===== src/rtl/fifo_word_serializer.sv =====
// Pops DATA_WIDTH-bit words from a FIFO read port and emits them as OUT_WIDTH chunks on a valid/ack stream.
// Optional build macro FIFO_WORD_SERIALIZER_MSB_FIRST_EN selects MSB-chunk-first order (default LSB first).
module fifo_word_serializer #(
   parameter int DATA_WIDTH = 32,
   parameter int OUT_WIDTH  = 8
) (
   input  logic                  clock,
   input  logic                  rst_n,
   input  logic [DATA_WIDTH-1:0] fifo_data,
   input  logic                  fifo_data_valid,
   output logic                  fifo_data_ack,
   output logic [OUT_WIDTH-1:0]  data_out,
   output logic                  data_out_valid,
   output logic                  data_out_last,
   input  logic                  data_out_ack
);

   localparam int RATIO = DATA_WIDTH / OUT_WIDTH;
   localparam int IDX_W = $clog2(RATIO);

   typedef enum logic {EMPTY, BUSY} state_t;

   state_t                state;
   logic [DATA_WIDTH-1:0] hold;
   logic [IDX_W-1:0]      idx;
   logic [IDX_W-1:0]      idx_nxt;
   logic                  last_accept;

   function automatic logic [OUT_WIDTH-1:0] chunk_of(input logic [DATA_WIDTH-1:0] w,
                                                     input logic [IDX_W-1:0]      k);
`ifdef FIFO_WORD_SERIALIZER_MSB_FIRST_EN
      return w[DATA_WIDTH-1-int'(k)*OUT_WIDTH -: OUT_WIDTH];
`else
      return w[int'(k)*OUT_WIDTH +: OUT_WIDTH];
`endif
   endfunction

   // A new word may load while the last chunk of the previous one leaves, so no bubble.
   assign last_accept   = data_out_valid && data_out_ack && data_out_last;
   assign fifo_data_ack = rst_n && fifo_data_valid && (state == EMPTY || last_accept);
   assign idx_nxt       = idx + 1'b1;

   always_ff @(posedge clock) begin
      if (!rst_n) begin
         state          <= EMPTY;
         hold           <= '0;
         idx            <= '0;
         data_out       <= '0;
         data_out_valid <= 1'b0;
         data_out_last  <= 1'b0;
      end else if (fifo_data_ack) begin
         state          <= BUSY;
         hold           <= fifo_data;
         idx            <= '0;
         data_out       <= chunk_of(fifo_data, '0);
         data_out_valid <= 1'b1;
         data_out_last  <= 1'b0;
      end else if (state == BUSY && data_out_ack) begin
         if (data_out_last) begin
            state          <= EMPTY;
            data_out       <= '0;
            data_out_valid <= 1'b0;
            data_out_last  <= 1'b0;
         end else begin
            idx           <= idx_nxt;
            data_out      <= chunk_of(hold, idx_nxt);
            data_out_last <= (idx_nxt == IDX_W'(RATIO - 1));
         end
      end
   end

endmodule


===== config.mk =====
export PLATFORM = sky130hd
export DESIGN_NAME = fifo_word_serializer
export DESIGN_NICKNAME = d
export VERILOG_FILES = /design/src/rtl/fifo_word_serializer.sv
export SDC_FILE = /design/constraint.sdc
export NUM_CORES = 1
export LEC_CHECK = 0
export CAP_MARGIN = 15
export CORE_ASPECT_RATIO = 1.1
export CORE_MARGIN = 2
export CORE_UTILIZATION = 50
export CTS_CLUSTER_DIAMETER = 80
export DETAILED_ROUTE_END_ITERATION = 8
export HOLD_SLACK_MARGIN = 0.15
export PLACE_DENSITY = 0.82
export SETUP_SLACK_MARGIN = 0.15
export SLEW_MARGIN = 20
export SYNTH_ARGS = -nofsm -noshare
export SYNTH_HDL_FRONTEND = slang
export SYNTH_SLANG_ARGS = --single-unit
export TNS_END_PERCENT = 1

===== constraint.sdc =====
create_clock -name clock -period 4.63 [get_ports clock]
set_input_delay 0.6945 -clock clock [delete_from_list [all_inputs] [get_ports clock]]
set_output_delay 0.6945 -clock clock [all_outputs]
set_load 0.05 [all_outputs]

Yosys cells after proc, flatten, opt, wreduce, memory -nomap -nowiden
Index checks and enable logic that the tools add are counted.
{ "totals": {"ramBits": 0, "output_inout_bits": 11, "latchBits": 0, "mem_count": 0, "register_bits": 44, "rom_bits": 0, "inputBits": 36, "elab_cells": 28} }
{ "op_classes": {"n_addsub": 1, "n_mux": 7, "shifts": 1, "n_eq_ne": 1, "n_mul": 0, "n_div": 0, "bitwise": 3, "n_lt_le_gt_ge": 0, "reduce_logical": 10} }
{ "ops": {"columns": ["cell", "count"], "rows": [
  ["$shiftx 32x6->8", 1],
  ["$mux 8", 3],
  ["$logic_and 1x1->1", 4],
  ["$mux 1", 4],
  ["$reduce_and 2->1", 2],
  ["$reduce_bool 2->1", 2],
  ["$not 1->1", 3],
  ["$add 2x1->2 const B", 1],
  ["$eq 2x2->1 const B", 1],
  ["$reduce_or 2->1", 1],
  ["$logic_or 1x1->1", 1]
]} }

Longest topological paths before layout
Gate-level depths: netlist of the first run.
{ "depth": {"depth_word": 6, "mapped_depth": 7, "mapped_depth_nobuf": 5} }

Worst setup path after synthesis of the first run
OpenSTA, ideal clock, no wires.
{ "synth_path": {"path_type": "reg-to-output", "startpoint": "register data_out_last", "endpoint": "output port fifo_data_ack", "path_slack_ns": 2.444, "arrival_ns": 1.491, "stages_incl_launch_ff": 5, "t_required_ns": 3.936, "path_cell_list": "dfxtp_1 -> a21bo_2 -> and3_4 -> buf_6 -> buf_2"} }
{ "synth_between": {"elab_chain_cells": 3} }
{ "synth_rtl": {"columns": ["element", "line_no", "text"], "rows": [
  ["from (decl)", "14", "output logic data_out_last,"],
  ["from (signal assigned)", "67", "data_out_last <= (idx_nxt == IDX_W'(RATIO - 1));"],
  ["$logic_and 1x1->1", "39", "assign last_accept = data_out_valid && data_out_ack && data_out_last;"],
  ["$logic_or 1x1->1", "40", "assign fifo_data_ack = rst_n && fifo_data_valid && (state == EMPTY || last_accept);"],
  ["$logic_and 1x1->1", "40", null],
  ["to (decl)", "11", "output logic fifo_data_ack,"]
]} }
Every way passes these cells.

Worst setup path in the final report of the first run
{ "layout_path": {"startpoint": "input port data_out_ack", "endpoint": "output port fifo_data_ack"} }
{ "layout_between": {"elab_chain_cells": 4} }
{ "layout_rtl": {"columns": ["element", "line_no", "text"], "rows": [
  ["from (decl)", "15", "input logic data_out_ack"],
  ["$logic_and 1x1->1", null, null],
  ["$logic_and 1x1->1", "39", null],
  ["$logic_or 1x1->1", "40", null],
  ["$logic_and 1x1->1", "40", null]
]} }
Every way passes these cells.

==> impl_metrics.toml, run 1 <==
[placement]
gp_routability_congestion = 0.768
port_buf_inserts = 46
dp.final_hpwl_um = 2430
post-place-cells = 201

[floorplanning]
initial_cell_density_of_the_core = 0.511
dieHeight_um = 64.7
die_w_um = 59.2
floorplan_row_count = 22
die_area_um2 = 3830
placeableCoreArea_um2 = 3280
pin_count = 47

[worst_setup_path]
startpoint_type = "input pin"
path_max_fanout = 41
critPathArrivalTime_ps = 2800
endpoint_kind = "output port"
critPathRequiredTime_ps = 3940
critical_path_class = "input pin to output port"

[clocking]
cts_buffer_count = 5
cts_setup_buffers = 0
cts-htree-levels = 2
hold_buffers = 0
clk_latency_ps = 350
postCtsResizedCells = 0
cts_num_sinks = 44
cts_root_buffer = "sky130_fd_sc_hd__clkbuf_4"
cts_tree = "yes"
clk_pin_slew_worst_paths_ps = 110
clock_path_buffers = 2

[run]
max_cap_viol_count = 0

[global_routing]
number_of_global_route_vias_before_repair = 1275
antenna_found_initial = 0
first_pass_grt_wire_length_um = 5910
total_global_routing_overflow = 0
grt_max_degree = 42
combined_global_route_utilization_of_all_metal_layers = 0.205

[detailed_routing]
dr_total_vias = 1238
route.final.wire_length_um = 3570
detail_route.drc_violations = 0
drt-pass1-iter-count = 4
met3_wirelength_um = 173
met1_length_um = 1680
route.met2.wl_um = 1680
vias_per_cell = 5.92
postRouteAntennaNets = 0
drt-wirelength-per-cell_um = 17.1
top_metal_layer_carrying_routed_signals = "met4"
drt_iter0_markers = 44

[layout]
fillers = 261
layout.cells.non_filler = 209
antenna_cells_inserted = 0
area_of_the_multi_input_gates_um2 = 724
nets = 209
fraction_of_final_layout_cells_sized_beyond_drive_strength_1 = 0.110
area_delta_synth_final_pct = 31.4
storage_cell_area_um2 = 881

[synth]
asyncSetResetFlopFracSynth = 0
synth-compound-area-share = 0.249
synth_enable_flop_cells = 0
basic_gate_share_of_the_synthesized_area_counting_and_or_nand_and_nor_cells = 0.0635
synth_top_family_by_area = "compound AO/OA/AOI/OAI gates"
synth_top_cell_by_area = "sky130_fd_sc_hd__dfxtp_1"
post-synth-top-area-fraction = 0.526
most_instantiated_cells_after_synthesis = "44 x sky130_fd_sc_hd__dfxtp_1, 32 x sky130_fd_sc_hd__a22o_1, 9 x sky130_fd_sc_hd__and2_1"
dominantRegCellSynth = "sky130_fd_sc_hd__dfxtp_1"
ys_top_cells_by_area = "sky130_fd_sc_hd__dfxtp_1 53%, sky130_fd_sc_hd__a22o_1 17%, sky130_fd_sc_hd__mux4_2 11%, sky130_fd_sc_hd__a221o_1 4.8%, sky130_fd_sc_hd__and2_1 3.4%"
synth.distinct_cells = 19
yosys.area_share.xor_xnor = 0.00523
mappedNetlistNets = 165
netlist_area_um2 = 1680
post_synth_mux_area_share = 0.108
yosys.cell_count.top_type = "sky130_fd_sc_hd__dfxtp_1"
sequential_cell_area_fraction_in_the_yosys_report = 0.526
synthesis.area_per_instance_um2 = 13.1
synth-adder-area-share = 0.00747
synth_cells = 128
ys_warn_count = 0
synthesis_stage_register_bit_count = 44

[timing]
setup_violations = 0
achievable-frequency_mhz = 287
slew_worst_pin_ps = 498
timing_hold_violations_final = 0
setup_tns_ps = 0
portion_of_the_clock_cycle_consumed_by_the_worst_path_in_the_final_layout = 0.754
rsz0062_at_grt = "false"
maxSlewViolCount = 0
worst_max_slew_margin_expressed_relative_to_the_limit = 0.667
layout_min_cycle_time_ps = 3490
worst_clock_skew_ps = 10.7

[power_and_ir_drop]
p_per_area_nw_per_um2 = 349
ir_worst_vdd_mv = 0.274
power.leakage_nw = 0.870

[outcome]
run_status = "finished clean"

[hold_path]
timing.hold.worst.class = "flop to flop"
==> cell type report <==
class / instances / area share
flip-flops and latches: 44 / 0.400
multi-input cells: 72 / 0.329
repair buffers: 47 / 0.213
well taps: 36 / 0.0205
clock buffers: 6 / 0.0188
clock inverters: 2 / 0.0159
inverters: 2 / 0.00341
==> stage by stage <==
stage | setup WS, ps | hold slack (ps) | total power, mW | utilization | cell area [um2]
floorplan | 2440 | 437 | 0.496 | - | 1680
global placement | 1190 | 452 | 0.547 | 0.649 | 2130
detailed placement | 1160 | 455 | 0.550 | 0.649 | 2130
CTS | 1150 | 488 | 0.777 | 0.672 | 2200
global route | 1060 | 496 | 0.801 | 0.672 | 2200
finish | 1140 | 484 | 0.770 | 0.672 | 2200
==> state kept, by name, indices dropped and copies added (netlist names) <==
signal and cells:
data_out 8, data_out_last 1, hold 32, idx 2, state 1
==> where the power goes <==
part	internal, mW	switching [mW]
registers	0.402	0.0142
clock network	0.113	0.114
logic	0.0689	0.0570
total	0.584	0.186
==> critical path, stage by stage <==
cell and delay (ps):
sky130_fd_sc_hd__clkdlybuf4s50_1 530, sky130_fd_sc_hd__a21bo_2 180, sky130_fd_sc_hd__and3_4 490, sky130_fd_sc_hd__clkdlybuf4s50_1 890
==> per-layer routing <==
| layer | up-vias | global-route usage |
|---|---|---|
| li1 | 592 | - |
| met1 | 606 | 0.273 |
| met2 | 35 | 0.319 |
| met3 | 5 | 0.0619 |
| met4 | 0 | 0.0568 |
| met5 | - | 0 |
==> cells in the final DEF (no fill, tap or decap), types with 2 or more instances in the layout <==
cell and n:
sky130_fd_sc_hd__a21boi_0 2, sky130_fd_sc_hd__clkdlybuf4s50_1 46, sky130_fd_sc_hd__o211a_1 2, sky130_fd_sc_hd__and2_1 9, sky130_fd_sc_hd__mux4_2 8, sky130_fd_sc_hd__a22o_1 32, sky130_fd_sc_hd__inv_1 2, sky130_fd_sc_hd__dfxtp_1 44
sky130_fd_sc_hd__clkbuf_4 5, sky130_fd_sc_hd__nand2_1 3, sky130_fd_sc_hd__a221o_1 8
==> final timing paths <==
check | slack [ps] | endpoint | start | depth (start not counted)
hold / removal | 480 | hold[15] | hold[15] | 1
setup / recovery | 1140 | fifo_data_ack | data_out_ack | 4
setup reg to reg | 2160 | data_out[0] | idx[0] | 5
hold reg to reg | 480 | hold[15] | hold[15] | 1
==> logic make-up (layout without fill, tap and decap cells) <==
group | count (synthesis) | after routing
fa+ha+maj | 1 | 1
compound gates | 46 | 46
buf+inv | 12 | 57
xor+xnor | 1 | 1
mux | 8 | 8
flops | 44 | 44
simple gates | 16 | 16
Power figures use the tool's default switching activity.
==> run 2, diff against run 1 <==
Settings changed: CORE_UTILIZATION 50 to 46, PLACE_DENSITY 0.82 to 0.76.
Clock period 4.63 ns to 3.3 ns, I/O delays scaled along.
==> impl_metrics.toml, run 2 (synthesized netlist as in run 1, its figures left out) <==
[outcome]
run_status = "finished clean"

[global_routing]
grt_max_degree = 42
combined_global_route_utilization_of_all_metal_layers = 0.198
number_of_global_route_vias_before_repair = 1282
total_global_routing_overflow = 0
first_pass_grt_wire_length_um = 5950
antenna_found_initial = 0

[worst_setup_path]
startpoint_type = "input pin"
critPathRequiredTime_ps = 2800
endpoint_kind = "output port"
critical_path.cell_chain = "clkdlybuf4s50_1, a21bo_2, and3_4, buf_4"
critPathArrivalTime_ps = 1990
critPathTopFamily = "buffers and inverters"
master_of_the_slowest_instance_on_the_critical_path = "sky130_fd_sc_hd__clkdlybuf4s50_1"
path_max_fanout = 41
critical_path_class = "input pin to output port"
worst-path-buf-inv = 2
max_stage_delay_ps = 540

[floorplanning]
pin_count = 47
initial_cell_density_of_the_core = 0.469
die_w_um = 61.5
placeableCoreArea_um2 = 3570
floorplan_row_count = 23
die_area_um2 = 4140
dieHeight_um = 67.3

[detailed_routing]
postRouteAntennaNets = 0
detail_route.drc_violations = 0
vias_per_cell = 5.63
drt-pass1-iter-count = 4
drt-wirelength-per-cell_um = 16.9
dr_total_vias = 1256
route.final.wire_length_um = 3770
drt_iter0_markers = 89

[layout]
fillers = 327
antenna_cells_inserted = 0
finalCoreUtilization = 0.624
fraction_of_final_layout_cells_sized_beyond_drive_strength_1 = 0.116
registers.top_by_ff_count = "hold"
area_delta_synth_final_pct = 32.9
number_of_flip_flops_under_the_largest_register_name = 32
most_frequent_cells_in_the_layout = "45 x sky130_fd_sc_hd__clkdlybuf4s50_1, 44 x sky130_fd_sc_hd__dfxtp_1, 32 x sky130_fd_sc_hd__a22o_1, 9 x sky130_fd_sc_hd__and2_1"
nets = 210
largest_registers = "hold x32, data_out x8, idx x2"
mostFrequentLayoutCell = "sky130_fd_sc_hd__clkdlybuf4s50_1"

[timing]
worst_max_slew_margin_expressed_relative_to_the_limit = 0.663
portion_of_the_clock_cycle_consumed_by_the_worst_path_in_the_final_layout = 0.754
setup_tns_ps = 0
setup_violations = 0
rsz0062_at_grt = "false"
layout_min_cycle_time_ps = 2490
timing_hold_violations_final = 0
maxSlewViolCount = 0
achievable-frequency_mhz = 402
slew_worst_pin_ps = 504
worst_clock_skew_ps = 5.31

[power_and_ir_drop]
ir_worst_vdd_mv = 0.205
comb_power_share = 0.167
proportion_of_power_drawn_by_the_clock_network = 0.292
power_report.internal_total_mw = 0.805
sequential_share_of_power = 0.541
p_sw_frac = 0.253
p_per_area_nw_per_um2 = 484
switchingPower_mw = 0.272
power.leakage_nw = 0.876

[hold_path]
timing.hold.worst.class = "flop to flop"

[clocking]
clk_pin_slew_worst_paths_ps = 70
cts_num_sinks = 44
clk_latency_ps = 290
hold_buffers = 0
cts_setup_buffers = 0
clock_path_buffers = 2
cts_tree = "yes"
cts-htree-levels = 2
cts_root_buffer = "sky130_fd_sc_hd__clkbuf_8"
cts_buffer_count = 5
postCtsResizedCells = 0

[placement]
port_buf_inserts = 46
gp_routability_congestion = 0.752
dp.final_hpwl_um = 2510

[run]
max_cap_viol_count = 0
-- run 2: cell types whose count changed in the layout (fill, tap and decap cells not counted), sizes merged --
| cell | delta |
|---|---|
| bufinv | -1 |
| clkdlybuf4s50 | -1 |
| buf | +2 |
-- run 2: metrics by stage --
step	instances	hold slack, ps	worst slack, ps	instance area (um2)	total power, mW
floorplan	128	437	1220	1680	0.696
global placement	216	451	868	2150	0.767
detailed placement	216	450	825	2150	0.773
CTS	223	478	829	2230	1.08
global route	223	492	737	2230	1.12
finish	223	474	813	2230	1.08
-- run 2: final timing paths --
| path | startpoint | to | slack, ps | depth (start not counted) |
|---|---|---|---|---|
| hold / removal | hold[14] | hold[14] | 470 | 1 |
| setup / recovery | data_out_ack | fifo_data_ack | 810 | 4 |
| setup reg to reg | idx[0] | data_out[0] | 1190 | 5 |
| hold reg to reg | hold[14] | hold[14] | 470 | 1 |
-- run 2: worst reg2reg max path: stages, from the launching register on --
cell and delay (ps):
sky130_fd_sc_hd__dfxtp_1 330, sky130_fd_sc_hd__inv_1 70, sky130_fd_sc_hd__ha_1 600, sky130_fd_sc_hd__mux4_2 560
sky130_fd_sc_hd__and2_1 170, sky130_fd_sc_hd__a221o_1 260
-- run 2: power by group through the flow --
| stage | Clock (mW) | Sequential (mW) | Combinational [mW] |
|---|---|---|---|
| after floorplan | 0 | 0.616 | 0.0802 |
| after global placement | 0 | 0.591 | 0.176 |
| after detailed placement | 0 | 0.594 | 0.180 |
| after CTS | 0.322 | 0.582 | 0.181 |
| after global routing | 0.347 | 0.586 | 0.191 |
| final | 0.315 | 0.582 | 0.180 |
-- run 2: layer usage --
layer	share of wire	global-route usage
met4	0.014	0.0718
met3	0.059	0.0632
met2	0.49	0.313
met5	0	0
met1	0.44	0.252
-- run 2: layout make-up --
type,count,area (um2),share of cell area
well taps,50,62.6,0.0281
multi-input cells,72,724,0.325
flip-flops and latches,44,881,0.396
repair buffers,48,473,0.212
clock inverters,1,5.00,0.00225
clock buffers,6,72.6,0.0326
inverters,2,7.51,0.00337
==> RTL edit, RTL diff (config.mk and constraints of run 2) <==
Add a define of `FIFO_WORD_SERIALIZER_MSB_FIRST_EN`.
--- a/src/rtl/fifo_word_serializer.sv
+++ b/src/rtl/fifo_word_serializer.sv
@@ -1,4 +1,6 @@
 // Pops DATA_WIDTH-bit words from a FIFO read port and emits them as OUT_WIDTH chunks on a valid/ack stream.
 // Optional build macro FIFO_WORD_SERIALIZER_MSB_FIRST_EN selects MSB-chunk-first order (default LSB first).
+`define FIFO_WORD_SERIALIZER_MSB_FIRST_EN
+
 module fifo_word_serializer #(
    parameter int DATA_WIDTH = 32,
Behaviour: not the same (Yosys sat finds a counterexample within 4 cycles, from zero or initial values and one cycle with rst_n low).
==> RTL edit against run 2 <==
Non-clock buffer count is 2 higher. Wire length is 4.2% lower. Design area is 0.90% higher. Via count is 2.1% lower. Largest power group unchanged. Largest cell class unchanged. Critical path type unchanged. Sequential cell count stayed put. Count of clock-buffer cells in the layout stayed put. Worst setup slack better by 0.25 ns. Total power is 0.66% higher. Sequential share of layout area is 0.35 points lower. Clock power is 2% higher. Area after synthesis is 0.30% lower.
==> RTL edit: results (changes against run 2) <==
Placed design:
- The final estimated routing congestion in global placement is 0.765 (+1.7%).
- The HPWL reported at the end of detailed placement is 2.54 mm (+1.1%).
- The cell area after placement is 2170 sq um (+0.99%).

Global routing:
- The largest net degree at the start of global routing is 35 (-17%).
- The first-pass GRT wire length is 5.78 mm (-2.9%).
- The via count of the first global-routing pass is 1305 (+1.8%).
- The total global-route track usage was 19.5% (-0.30 points).

Clocking:
- The maximum root-to-sink buffer count is 2 (unchanged).
- The CTS H-tree depth is 2 (unchanged).
- The tree is rooted in a clkbuf_4.
- The source-to-sink clock delay at the later pin of the worst-skew pair is 0.34 ns (+0.05 ns).
- The register clock-pin slew on the reported worst setup and hold paths is 0.12 ns (+0.05 ns).

Timing:
- The normalized max-slew margin is 66.5% (+0.24 points).
- The largest clock skew in the final design is 0.00740 ns (+0.00209 ns).

Yosys:
- The post-synthesis compound-gate area fraction is 24.8% (-0.075 points).
- After synthesis, the most frequently instantiated cells are dfxtp_1 (44), a22o_1 (32), a221o_1 (8), mux4_2 (8), and2_0 (7).
- The synthesized-area fraction occupied by adder cells was 0.749% (+0.0022 points).
- The sequential fraction of the synthesis area came to 52.7% (+0.16 points).
- The mux contribution to synthesized area is 10.8% (+0.032 points).
- Ranked by total cell area, the synthesized netlist is headed by dfxtp_1 (53%), a22o_1 (17%), mux4_2 (11%).
- The distinct cell type count after synthesis is 22 (+3).
- The synthesized-area fraction occupied by xor and xnor cells is 0.524% (+0.0016 points).
- The fraction of registers with async set or reset after synthesis came to 0% (unchanged).
- The net count of the mapped netlist is 166 (+0.61%).

Setup path:
- The capture point of the worst reg-to-reg path is data_out[7]$_SDFFE_PN0P_.
- The internal reg-to-reg setup slack came to 1.19 ns (about the same).
- The maximum fanout encountered on the critical timing path is 23 (-44%).
- The critical path arrival is 1.74 ns (-0.25 ns).

Outcome:
- The flow ran to the end, and the final reports show no timing, DRC or antenna violations.

Finish:
- The share of cell area taken by flip-flops and latches is 39.2% (-0.35 points).
- The fraction of final layout cells sized beyond drive strength 1 is 12.4% (+0.87 points).
- The area share of buffers outside the clock network was 22.3% (+1.0 points).
- The clock buffer count is 6 (unchanged).
- The share of final layout cell area taken by clock buffers and inverters is 3.40% (-0.087 points).
- The number of fillers in the final layout came to 304 (-7.0%).
- The number of nets in the layout is 213 (+1.4%).
- The number of buffers other than clock buffers in the final layout is 50 (+4.2%).
- The multi-input combinational gate total is 73 (+1.4%).
- The area used by multi-input combinational logic was 721 sq um (-0.52%).

Power and ir drop:
- The net switching power is 0.000262 W (-3.8%).
- The worst supply voltage drop on vdd is 0.000263 V (+28%).
- The reported leakage power was 0.881 nW (+0.63%).

Min path:
- The worst hold path class is flip-flop to flip-flop.
- The startpoint of the most critical hold path is hold[11]$_SDFFE_PN0P_.
- The worst hold endpoint is hold[11]$_SDFFE_PN0P_.

Route:
- The via-per-instance ratio is 5.47 (-2.9%).
- The detailed router's first-iteration violation count is 70 (-21%).
- The detailed-route wire length per cell was 16.0 um (-5.0%).

Floorplan:
- The area of the die is 4130 sq um (-0.28%).
-- RTL edit: changes by cell type after synthesis, sizes merged --
cell	change
o21a	+2
a21bo	-1
a21boi	-1
and3	-1
buf	-1
clkbuf	+1
nand2	+1
nor2	+1
-- RTL edit: stage by stage --
step	util (%)	cells	power [W]	setup slack, ns	hold slack, ns
after floorplan	-	129	0.000696	1.38	0.437
final	65.8	225	0.00108	1.06	0.485
after global placement	63.6	217	0.000771	1.11	0.451
after CTS	65.8	225	0.00110	1.07	0.488
after global routing	65.8	225	0.00113	1.00	0.508
after detailed placement	63.6	217	0.000776	1.07	0.457
-- RTL edit: metal layers --
layer	part of all wire, %	global-route usage, %	vias up
met5	0	0	-
met4	1.7	10.6	0
met3	5.5	4.98	6
met2	47	30.9	37
met1	45	24.1	586
li1	-	-	601
